File: config.mk
export PLATFORM = sky130hd
export DESIGN_NAME = seg7_scan_ctrl
export DESIGN_NICKNAME = d
export VERILOG_FILES = /design/src/rtl/seg7_scan_ctrl.sv
export SDC_FILE = /design/constraint.sdc
export NUM_CORES = 1
export LEC_CHECK = 0
export ABC_AREA = 1
export BUFFER_PORTS_ARGS = -buffer_cell sky130_fd_sc_hd__buf_2
export CORE_MARGIN = 2
export CORE_UTILIZATION = 42
export DETAILED_ROUTE_END_ITERATION = 12
export SLEW_MARGIN = 20
export SYNTH_ARGS = -nofsm -noshare
export SYNTH_HDL_FRONTEND = slang
export SYNTH_SLANG_ARGS = --single-unit
File: constraint.sdc
create_clock -name clk -period 3.6 [get_ports clk]
set_clock_uncertainty 0.15 [all_clocks]
set_input_delay 0.18 -clock clk [delete_from_list [all_inputs] [get_ports clk]]
set_output_delay 0.18 -clock clk [all_outputs]
set_load 0.03 [all_outputs]
File: src/rtl/seg7_scan_ctrl.sv
// Eight-digit multiplexed 7-seg driver; loads are staged and committed only at frame end.
// Outputs registered (1 cycle); optional leading-zero blanking via SEG7_LZ_BLANK_EN.
module seg7_scan_ctrl #(
   parameter int unsigned DIV_W = 17
) (
   input  logic        clk,
   input  logic        rstn,
   input  logic [31:0] data_i,
   input  logic        load_i,
   input  logic        en_i,
   output logic [7:0]  disp_seg_o,
   output logic [7:0]  disp_an_o,
   output logic        frame_o
);

   logic [DIV_W-1:0] presc_q, presc_d;
   logic [2:0]       idx_q, idx_d;
   logic [31:0]      shadow_q, shadow_d;
   logic [31:0]      disp_q, disp_d;
   logic             pending_q, pending_d;
   logic [7:0]       an_q, an_d;
   logic [7:0]       seg_q, seg_d;
   logic             frame_q;
   logic             tick;
   logic             frame_end;
   logic [4:0]       nib_sh;
   logic [3:0]       nib;
`ifdef SEG7_LZ_BLANK_EN
   logic             lz_blank;
`endif

   function automatic logic [7:0] hex7(input logic [3:0] v);
      logic [7:0] s;
      case (v)
         4'h0: s = 8'hC0;
         4'h1: s = 8'hF9;
         4'h2: s = 8'hA4;
         4'h3: s = 8'hB0;
         4'h4: s = 8'h99;
         4'h5: s = 8'h92;
         4'h6: s = 8'h82;
         4'h7: s = 8'hF8;
         4'h8: s = 8'h80;
         4'h9: s = 8'h90;
         4'hA: s = 8'h88;
         4'hB: s = 8'h83;
         4'hC: s = 8'hC6;
         4'hD: s = 8'hA1;
         4'hE: s = 8'h86;
         default: s = 8'h8E;
      endcase
      return s;
   endfunction

   assign tick      = &presc_q;
   assign frame_end = tick && (idx_q == 3'd7);

   always_comb begin
      presc_d   = presc_q + {{(DIV_W-1){1'b0}}, 1'b1};
      idx_d     = tick ? idx_q + 3'd1 : idx_q;
      shadow_d  = load_i ? data_i : shadow_q;
      disp_d    = disp_q;
      pending_d = pending_q;
      if (frame_end) begin
         // A load landing on the commit edge wins over the older staged value.
         if (load_i)
            disp_d = data_i;
         else if (pending_q)
            disp_d = shadow_q;
         pending_d = 1'b0;
      end else if (load_i) begin
         pending_d = 1'b1;
      end
   end

   assign nib_sh = {idx_d, 2'b00};
   assign nib    = disp_d[nib_sh +: 4];
`ifdef SEG7_LZ_BLANK_EN
   assign lz_blank = (idx_d != 3'd0) && ((disp_d >> nib_sh) == 32'd0);
`endif

   always_comb begin
      an_d  = 8'hFF;
      seg_d = 8'hFF;
      if (en_i) begin
         an_d  = ~(8'b1 << idx_d);
         seg_d = hex7(nib);
`ifdef SEG7_LZ_BLANK_EN
         if (lz_blank) begin
            an_d  = 8'hFF;
            seg_d = 8'hFF;
         end
`endif
      end
   end

   always_ff @(posedge clk) begin
      if (!rstn) begin
         presc_q   <= '0;
         idx_q     <= 3'd0;
         shadow_q  <= 32'd0;
         disp_q    <= 32'd0;
         pending_q <= 1'b0;
         an_q      <= 8'hFF;
         seg_q     <= 8'hFF;
         frame_q   <= 1'b0;
      end else begin
         presc_q   <= presc_d;
         idx_q     <= idx_d;
         shadow_q  <= shadow_d;
         disp_q    <= disp_d;
         pending_q <= pending_d;
         an_q      <= an_d;
         seg_q     <= seg_d;
         frame_q   <= frame_end;
      end
   end

   assign disp_an_o  = an_q;
   assign disp_seg_o = seg_q;
   assign frame_o    = frame_q;

endmodule

# After elaboration in Yosys (flattened, before gate mapping)
# Memory sizes are Yosys's and may differ from the RTL's. A register that Yosys moved wholly into a read port is not among the register bits.
# Cells that the tools add are included.
# W data, S select, Z words.
# word_totals
register_bits	102
rom_bits	112
in_bits	36
n_memories	1
# classes
addsub	2
n_eq_ne	1
n_shift	2
mux	4
bitwise_logic	2
n_reduce_logical	5
# memory_table
name	depth	word_bits	read_ports	rd_ports_with_merged_regs	wr	line	source
(no name shown)	16	7	1	1	0	34	case (v)
# op_table
op	count
$mux W32	3
$shiftx A32 B6 Y4	1
$add A17 B1 Y17 const B	1
$reduce_and A17 Y1	1
$not A8 Y8	1
$shl A1 B3 Y8 const A	1
$add A3 B1 Y3 const B	1
$eq A3 B3 Y1 const B	1
$mux W3	1
$reduce_and A2 Y1	1
$reduce_or A2 Y1	1
$logic_and A1 B1 Y1	1
$logic_not A1 Y1	1
$not A1 Y1	1

# Depth between registers and ports, before layout
# Gate-level depths: netlist of the first run.
# logic_depth
ltp_word	4
depth_mapped	32

# Worst setup path before layout of the first run
# Ideal clock, no wire load.
# synth_path
path_kind	register to register
start	register presc_q[0]
end	register seg_q[0], in the netlist disp_seg_o[0]
setup_ns	0.124
arrival_time_ns	3.220
required_time_ns	3.326
setup_slack_ns	0.106
path_stages_with_launch	31
n_path_buf	2
period_less_slack_ns	3.494
path_cell_list	dfxtp_1 > ha_1 > nand2_1 > nor2_1 > nand2_1 > nor2_2 > nand2_1 > nor2_1 > nand2_1 > inv_1 > nand3_1 > nor3_2 > nand2_1 > nor2_1 > ha_1 > buf_6 > nand2_4 > nor2_4 > buf_2 > nand2_1 > nand3_1 > nand2_1 > nor2_1 > nand2_1 > nand2_1 > inv_1 > ha_1 > nand3_1 > nand2_1 > nand2_1 > nand3_1
# synth_via
elab_chain_len	4
word_cells_on_any_way	5
classes_between	shift: 1; mux: 2; reduce/logical: 2
# synth_lines
element	line	source
from (decl)	16	logic [DIV_W-1:0] presc_q, presc_d;
from (signal assigned)	108	presc_q <= presc_d;
$reduce_and A17 Y1 *	55	assign tick = &presc_q;
$logic_and A1 B1 Y1	56	assign frame_end = tick && (idx_q == 3'd7);
$mux W32	64	if (frame_end) begin
$shiftx A32 B6 Y4 *	77	assign nib = disp_d[nib_sh +: 4];
to (decl)	22	logic [7:0] seg_q, seg_d;
# Mark *: on every way between the ends. The rest lies on a longest branch, timed or not.
# A chain may end at the register's enable or synchronous reset.

# Worst setup path in the final report of the first run
# layout_path
start	register presc_q[0]
end	register seg_q[3], in the netlist disp_seg_o[3]
# The elaborated chain is that of the path after synthesis.

==> out/qor.csv, run 1 <==
metric,value,unit
grt_pass1_vias,3797,
pin_count,53,
synth_top_cell_area_share,43.72,%
yosys-top-cells-area,"dfxtp_1 44%, nand2_1 18%, nor2_1 6.0%, inv_1 5.0%, nand3_1 4.4%",
track_usage,18.68,%
initial_core_util,42.85,%
outcome,completed,
synthArstFlopShare,0,%
critPathMostFrequentCell,nand2_1,
fin_crit_sh,97.42,%
crit_path_start_kind,flip-flop,
cap_viol_max_count,0,
avgSynthCellArea,7.093,um2
clkLatencyLatePin,370,ps
critPathSlowestCell,dfxtp_2,
final_cell_mix,"212 x nand2_1, 99 x dfxtp_1, 70 x nor2_1",
r2r_end,disp_seg_o[3],
io_buffers,51,
clockBufferDepth,2,
finalNonFillerCells,903,
wire_per_inst,11.61,um
die_y,108.9,um
dpl.cell_count,843,
cp_max_fo,5,
wl_met1,4.801,mm
drt_first_pass_iters,4,
synth_cell_types,33,
initialDrtViolationCount,192,
gp_congestion,0.8257,
nNetsFinal,806,
via_per_inst,4.609,
grt_max_degree,52,
slew_headroom,63.57,%
routed-wl-met2,5.105,mm
synth-edff-count,0,
crit_path_start,presc_q[0],
antenna_found_initial,0,
die_w,108.9,um
syn_nets,698,
coreArea,10790,um2
synth_seq_cells,101,
r2r-start,presc_q[0],
numCtsBuffers,9,
die-area,11870,um2
drc,0,
yosysTopAreaCell,dfxtp_1,
vias,4162,
syn2layout_area_growth,26.73,%
finalSetupViolations,0,
cts_tree,yes,
critPathMaxStageDelay,360,ps
reg2reg_depth,29,
fin_setup_tns,0,ps
netlist_area,4624,um2
drv_slew,0,
critPathArrivalTime,3620,ps
clkSlewWorstSetupHoldPaths,90,ps
p_leak,2.758,nW
holdCritPathClass,primary input to flip-flop,
min_period,3507,ps
synthCells,652,
wl_met3,437,um
hold_slack,18.77,ps
hold_violations,0,
drive_gt1_share,23.20,%
grt-ovfl-total,0,
final_common_cell,nand2_1,
critPathKind,flip-flop to flip-flop,
worst_pin_slew,546.4,ps
top_layer_used,met4,
place_ws,-76.15,ps
num_antenna_cells,0,
ys_seq_area_share,43.72,%
max_clock_freq,0.2851,GHz
rsz0062_at_grt,true,
wl,10.49,mm
drtAntennaViolNets,0,
r2r_slack,90,ps
cts_root_buffer,clkbuf_8,
cts_num_sinks,101,
synth_ff_type,dfxtp_1,
peakVddDrop,0.0002883,V
cp.required,3720,ps
hpwl,7.122,mm
endpoint,disp_seg_o[3],
grt_pass1_wl,17.23,mm
ys_warn_count,0,
rows,38,
end_kind,flip-flop,
power.density,334.5,nW/um2
setup_slack,93.02,ps
h-tree-depth,3,
Yosys cell counts, types with 2 or more instances:
master and count:
nand2_1 218, dfxtp_1 101, nor2_1 74, inv_1 61
nand3_1 41, a21oi_1 40, o21ai_0 19, ha_1 10
nand2_2 9, nor3_1 9, buf_6 8, clkbuf_1 8
inv_2 5, nor2_2 5, nor2_4 5, o21ai_1 5
buf_2 4, buf_4 4, or2_1 4, nand2_4 3
nand4_1 3, inv_4 2, nand2_8 2, nor2_8 2
o21a_1 2
sequential cells by signal (all words and copies together) (netlist names):
register / flops
disp_an_o: 8
disp_q: 32
disp_seg_o: 7
frame_o: 1
idx_q: 3
pending_q: 1
presc_q: 17
shadow_q: 32
repair_timing:
action | 4_1_cts | 5_1_grt
setup endpoints to repair | 6 | 7
pin swaps | 22 | 21
resized for setup | 35 | 21
buffers inserted | 15 | 4
hold endpoints to repair | 34 | 0
hold buffers | 27 | 0
metrics by stage:
stage / cell area (um2) / total power, W / utilization, %
2_1_floorplan: 4624 / 0.001273 / -
3_3_place_gp: 5081 / 0.001310 / 47.08
3_5_place_dp: 5081 / 0.001314 / 47.08
4_1_cts: 5747 / 0.001994 / 53.25
5_1_grt: 5861 / 0.002056 / 54.30
6_report: 5861 / 0.001960 / 54.30
per-layer routing:
| metal | GRT usage [%] | up-vias |
|---|---|---|
| met5 | 0 | - |
| met2 | 31.72 | 58 |
| li1 | - | 2228 |
| met4 | 6.136 | 0 |
| met1 | 22.79 | 1864 |
| met3 | 5.200 | 12 |
where the power goes:
part	switching, W	internal (W)	total (W)
Clock	0.000366	0.000283	0.000649
Sequential	0.00000939	0.00114	0.00115
Combinational	0.0000919	0.0000653	0.000157
critical path: cells and delay by family, from the launching register on:
family	cells	cell delay (ps)
adders and majority gates	3	660
AOI/OAI and AO/OA	1	60
buffers and inverters	5	450
and+or+nand+nor	20	1730
DFF	1	360
worst min path at each step:
stage               startpoint           end  slack [ps]  cells after the start
CTS                  data_i[7]   shadow_q[7]           8                      3
global route         data_i[7]   shadow_q[7]          40                      3
finish              data_i[15]  shadow_q[15]          20                      5
floorplan           data_i[14]  shadow_q[14]         200                      2
global placement    disp_q[14]    disp_q[14]         300                      2
detailed placement  disp_q[14]    disp_q[14]         310                      2
area by class of cell:
type | count | area [um2]
Clock buffer | 13 | 158.9
Inverter | 69 | 276.5
Fill cell | 1079 | 4932
Clock inverter | 1 | 7.507
Timing Repair Buffer | 122 | 875.8
Sequential cell | 101 | 2024
Multi-Input combinational cell | 457 | 2342
Tap cell | 140 | 175.2
cell families after synthesis:
group | share of synthesized area, %
flops | 43.72
fa+ha+maj | 2.706
simple gates | 36.04
compound gates | 7.440
xor+xnor | 0.5413
buf+inv | 9.470
other cells | 0.08109
Note: power is estimated with default switching activity, not from simulation.
==> inputs of run 2 (changes only) <==
SETUP_SLACK_MARGIN = 0.1   (was unset)
==> run 2 against run 1 <==
Effect of this change: combinational power about the same; clock power barely moved; routed wire length increased by 2.7%; non-clock buffer count grew 13; die area unchanged; critical path type unchanged; critical endpoint is now disp_seg_o[0]; largest cell class unchanged; highest routed layer unchanged.
==> out/qor.csv, run 2 (synthesis gave the netlist of run 1 again) <==
metric,value,unit,change
grt_pass1_vias,3846,,was 3797
power_frac_seq,58.8,%,was 58.9%
clockBufferDepth,2,,unchanged
cts_num_sinks,101,,unchanged
clkLatencyLatePin,380,ps,was 370 ps
drt_first_pass_iters,4,,unchanged
outcome,completed,,unchanged
h-tree-depth,3,,unchanged
io_buffers,51,,unchanged
reg2reg_depth,28,,was 29
p_sw_share,23.99,%,was 23.84%
fin_util,55.96,%,was 54.30%
cp_num_cells,28,,was 29
gp_congestion,0.8257,,unchanged
die_y,108.9,um,unchanged
max_clock_freq,0.2844,GHz,was 0.2851 GHz
top_regs,"disp_q (32), shadow_q (32), presc_q (17)",,unchanged
rows,38,,unchanged
cts_root_buffer,clkbuf_8,,unchanged
grt_pass1_wl,17.45,mm,was 17.23 mm
final_cell_mix,"211 x nand2_1, 99 x dfxtp_1, 67 x nor2_1",,"was 212 x nand2_1, 99 x dfxtp_1, 70 x nor2_1"
numCtsBuffers,9,,unchanged
grt_max_degree,52,,unchanged
whs_path_depth,5,,unchanged
power.density,325.4,nW/um2,was 334.5 nW/um2
fin_crit_sh,97.66,%,was 97.42%
critPathMostFrequentCell,nand2_1,,unchanged
cp_max_fo,5,,unchanged
finalSetupViolations,0,,unchanged
nNetsFinal,820,,was 806
pin_count,53,,unchanged
peakVddDrop,0.0002905,V,was 0.0002883 V
critPathArrivalTime,3640,ps,was 3620 ps
wl,10.77,mm,was 10.49 mm
crit_buf_inv,5,,unchanged
top_usage_layer,met2,,unchanged
drtAntennaViolNets,0,,unchanged
end_kind,flip-flop,,unchanged
cap_viol_max_count,0,,unchanged
antenna_found_initial,0,,unchanged
drv_slew,0,,unchanged
grt-ovfl-total,0,,unchanged
syn2layout_area_growth,30.60,%,was 26.73%
die_w,108.9,um,unchanged
vias,4251,,was 4162
via_per_inst,4.636,,was 4.609
track_usage,18.88,%,was 18.68%
initial_core_util,42.85,%,unchanged
wire_per_inst,11.75,um,was 11.61 um
coreArea,10790,um2,unchanged
cts_tree,yes,,unchanged
filler_cell_count,1051,,was 1079
min_period,3516,ps,was 3507 ps
drc,0,,unchanged
power_frac_comb,8.0,%,about the same
power,0.001965,W,was 0.001960 W
hpwl,7.122,mm,unchanged
pwr-share-clk,33.2,%,was 33.1%
cp.required,3720,ps,about the same
p_leak,2.838,nW,was 2.758 nW
die-area,11870,um2,unchanged
p_int,0.001494,W,was 0.001493 W
hold_violations,0,,unchanged
grt_util_met3,5.380,%,was 5.200%
crit_family,simple AND/OR/NAND/NOR gates,,unchanged
initialDrtViolationCount,204,,was 192
critPathMaxStageDelay,360,ps,about the same
holdCritPathClass,primary input to flip-flop,,unchanged
worst_pin_slew,535.3,ps,was 546.4 ps
num_antenna_cells,0,,unchanged
crit_path_start_kind,flip-flop,,unchanged
use_met2,32.30,%,was 31.72%
p_sw,0.0004715,W,was 0.0004673 W
slew_headroom,64.31,%,was 63.57%
critPathKind,flip-flop to flip-flop,,unchanged
drive_gt1_share,25.74,%,was 23.20%
clkSlewWorstSetupHoldPaths,90,ps,about the same
rsz0062_at_grt,true,,unchanged
gr-usage-met1,22.71,%,was 22.79%
critPathSlowestCell,dfxtp_2,,unchanged
final_common_cell,nand2_1,,unchanged
run 2: repair_timing:
action | in CTS | in global routing
pin swaps | 33 | 27
setup buffers | 22 | 10
cloned | 0 | 1
hold buffers | 27 | 0
endpoints found under the setup margin | 7 | 7
hold endpoints to repair | 34 | 0
gates resized for setup | 55 | 18
run 2: routing by layer:
layer | vias to the layer above | share of wire [%]
met5 | - | 0
met4 | 0 | 1.6
li1 | 2257 | -
met2 | 84 | 49
met1 | 1895 | 45
met3 | 15 | 4.1
run 2: power by group through the flow:
stage / combinational, W / sequential, W / clock (W)
2_1_floorplan: 0.0000871 / 0.00119 / 0
3_3_place_gp: 0.000132 / 0.00118 / 0
3_5_place_dp: 0.000134 / 0.00118 / 0
4_1_cts: 0.000160 / 0.00115 / 0.000681
5_1_grt: 0.000178 / 0.00116 / 0.000719
6_report: 0.000158 / 0.00115 / 0.000652
run 2: tightest hold or removal path, stage by stage:
cell and delay [ps]:
buf_2 80, nand2_1 40, o21ai_0 100, inv_1 50, nor2_1 70
run 2: cell type report:
| type | count | area [um2] | area share (%) |
|---|---|---|---|
| Multi-Input combinational cell | 458 | 2402 | 39.78 |
| Sequential cell | 101 | 2024 | 33.52 |
| Timing Repair Buffer | 135 | 989.7 | 16.39 |
| Inverter | 69 | 281.5 | 4.661 |
| Tap cell | 140 | 175.2 | 2.900 |
| Clock buffer | 13 | 158.9 | 2.631 |
| Clock inverter | 1 | 7.507 | 0.1243 |
run 2: path summary, 6_finish.rpt:
kind / end / start / slack, ps
worst max-delay path: disp_seg_o[0] / presc_q[1] / 80
worst min-delay path: shadow_q[15] / data_i[15] / 10
worst max register to register: disp_seg_o[0] / presc_q[1] / 80
worst min register to register: disp_q[14] / disp_q[14] / 310
run 2: stage by stage:
stage	setup slack, ps	std cells	area [um2]	hold WS (ps)	setup TNS (ps)
5_1_grt	-173.2	917	6040	44.66	-1033
6_report	84.42	917	6040	14.92	0
2_1_floorplan	106.2	652	4624	199.2	0
3_3_place_gp	-13.39	843	5081	300.8	-23.71
4_1_cts	64.49	906	5892	7.509	0
3_5_place_dp	-76.15	843	5081	305.5	-313.1
==> inputs of run 3 (changes only) <==
REMOVE_ABC_BUFFERS = 1   (was unset)
==> run 3 against run 2 <==
Effect of this change: die area unchanged; highest routed layer unchanged; critical path type unchanged; largest power group unchanged; largest cell class unchanged; setup slack got worse by 80 ps; core utilization up 2.6 points.
==> out/qor.csv, run 3 (synthesis gave the netlist of run 1 again) <==
metric,value,unit,change
p_sw,0.0005112,W,was 0.0004715 W
critPathMostFrequentCell,buf_4,,was nand2_1
critPathMaxStageDelay,380,ps,was 360 ps
min_period,3595,ps,was 3516 ps
r2r_slack,5,ps,was 80 ps
slew_headroom,50.99,%,was 64.31%
wire_per_inst,12.94,um,was 11.75 um
fin_crit_sh,99.87,%,was 97.66%
setup_slack,4.532,ps,was 84.42 ps
pin_count,53,,unchanged
p_int,0.001532,W,was 0.001494 W
p_leak,2.989,nW,was 2.838 nW
hold_violations,0,,unchanged
drt_first_pass_iters,5,,was 4
r2r_end,presc_q[10],,was disp_seg_o[0]
initial_core_util,42.85,%,unchanged
critPathArrivalTime,3730,ps,was 3640 ps
wl,12.20,mm,was 10.77 mm
place_ws,-155.4,ps,was -76.15 ps
clkSlewWorstSetupHoldPaths,100,ps,was 90 ps
track_usage,21.63,%,was 18.88%
h-tree-depth,3,,unchanged
worst_pin_slew,734.1,ps,was 535.3 ps
peakVddDrop,0.0002008,V,was 0.0002905 V
cts_root_buffer,clkbuf_8,,unchanged
clkLatencyLatePin,390,ps,was 380 ps
max_clock_freq,0.2781,GHz,was 0.2844 GHz
crit_path_start_kind,flip-flop,,unchanged
die-area,11870,um2,unchanged
drive_gt1_share,28.64,%,was 25.74%
grt_pass1_wl,19.92,mm,was 17.45 mm
drv_slew,0,,unchanged
coreArea,10790,um2,unchanged
outcome,completed,,unchanged
multi_input_area,2480,um2,was 2402 um2
r2r-start,presc_q[0],,was presc_q[1]
via_per_inst,4.709,,was 4.636
power_frac_comb,7.9,%,was 8.0%
num_antenna_cells,0,,unchanged
filler_cell_count,952,,was 1051
clockBufferDepth,2,,unchanged
critPathSlowestCell,dfxtp_2,,unchanged
whs_path_depth,5,,unchanged
cp.required,3740,ps,was 3720 ps
cp_max_fo,2,,was 5
gp_congestion,0.9064,,was 0.8257
critPathKind,flip-flop to flip-flop,,unchanged
cts_tree,yes,,unchanged
grt_pass1_vias,4352,,was 3846
drtAntennaViolNets,0,,unchanged
final_common_cell,nand2_1,,unchanged
reg2reg_depth,28,,unchanged
final_cell_mix,"207 x nand2_1, 99 x dfxtp_1, 70 x nor2_1",,"was 211 x nand2_1, 99 x dfxtp_1, 67 x nor2_1"
p_sw_share,25.02,%,was 23.99%
grt_max_degree,42,,was 52
rsz0062_at_grt,true,,unchanged
finalSetupViolations,0,,unchanged
power,0.002043,W,was 0.001965 W
whs_endpoint,shadow_q[6],,was shadow_q[15]
hp-start,data_i[6],,was data_i[15]
power.density,323.2,nW/um2,was 325.4 nW/um2
grt-ovfl-total,0,,unchanged
nNetsFinal,844,,was 820
regArea,2024,um2,unchanged
drc,0,,unchanged
power_frac_seq,56.6,%,was 58.8%
die_w,108.9,um,unchanged
antenna_found_initial,0,,unchanged
numCtsBuffers,9,,unchanged
io_buffers,51,,unchanged
pwr-share-clk,35.6,%,was 33.2%
end_kind,flip-flop,,unchanged
hpwl,7.224,mm,was 7.122 mm
rows,38,,unchanged
cap_viol_max_count,0,,unchanged
holdCritPathClass,primary input to flip-flop,,unchanged
die_y,108.9,um,unchanged
top_regs,"disp_q (32), shadow_q (32), presc_q (17)",,unchanged
initialDrtViolationCount,228,,was 204
syn2layout_area_growth,36.69,%,was 30.60%
cts_num_sinks,101,,unchanged
vias,4441,,was 4251
[run 3: cell count changes in the layout (fill, tap and decap cells not counted), moves of 3 or more]
cell     delta
nand2_4     +4
nor2_1      +3
buf_4      +16
nor2_2      -3
ha_2        -3
a21oi_1     +3
nand3_1     -4
nand2_1     -4
nand3_2     +3
nand2_2     +3
buf_6       +5
[run 3: worst max path at each step]
stage / slack, ps / depth (start not counted) / endpoint / start
2_1_floorplan: -90 / 28 / disp_seg_o[0] / presc_q[0]
3_3_place_gp: -40 / 27 / disp_seg_o[5] / presc_q[0]
3_5_place_dp: -160 / 31 / disp_seg_o[3] / presc_q[0]
4_1_cts: 20 / 28 / disp_seg_o[3] / presc_q[1]
5_1_grt: -230 / 29 / disp_seg_o[0] / presc_q[0]
6_report: 5 / 28 / presc_q[10] / presc_q[0]
[run 3: power by group through the flow]
| stage | clock (W) | sequential (W) | combinational [W] |
|---|---|---|---|
| 2_1_floorplan | 0 | 0.00119 | 0.0000719 |
| 3_3_place_gp | 0 | 0.00118 | 0.000132 |
| 3_5_place_dp | 0 | 0.00118 | 0.000134 |
| 4_1_cts | 0.000745 | 0.00116 | 0.000160 |
| 5_1_grt | 0.000795 | 0.00116 | 0.000183 |
| 6_report | 0.000727 | 0.00116 | 0.000160 |
[run 3: what timing repair did]
action	in CTS	in global routing
hold buffers	26	0
hold endpoints to repair	33	0
gates cloned	4	0
pin swaps	30	18
gates resized for setup	64	29
setup buffers	43	11
endpoints found under the setup margin	7	9
[run 3: routing by layer]
metal  share of wire (%)  global-route usage (%)  up-vias
li1                    -                       -     2309
met1                  44                   26.16     1997
met2                  49                   37.93      105
met3                 4.3                   4.005       30
met4                 2.3                   8.242        0
met5                   0                       0        -
[run 3: metrics by stage]
| stage | util (%) | hold slack, ps | std cells | instance area [um2] | setup TNS [ps] |
|---|---|---|---|---|---|
| 2_1_floorplan | - | 123.5 | 627 | 4451 | -415.5 |
| 3_3_place_gp | 47.31 | 301.5 | 848 | 5106 | -119.7 |
| 3_5_place_dp | 47.31 | 311.4 | 848 | 5106 | -750.8 |
| 4_1_cts | 56.96 | 5.491 | 935 | 6147 | 0 |
| 5_1_grt | 58.57 | 33.39 | 943 | 6321 | -1535 |
| 6_report | 58.57 | 11.45 | 943 | 6321 | 0 |
[run 3: cell type report]
type / instances / share of cell area, %
Clock buffer: 10 / 2.019
Sequential cell: 101 / 32.03
Timing Repair Buffer: 156 / 18.45
Clock inverter: 6 / 1.010
Multi-Input combinational cell: 461 / 39.23
Inverter: 69 / 4.493
Tap cell: 140 / 2.771
[run 3: worst max-delay path: cells and delay by family, from the launching register on]
| family | cells | cell delay [ps] |
|---|---|---|
| compound gates | 1 | 30 |
| fa+ha+maj | 1 | 160 |
| buf+inv | 17 | 2030 |
| flops | 1 | 380 |
| simple gates | 9 | 750 |
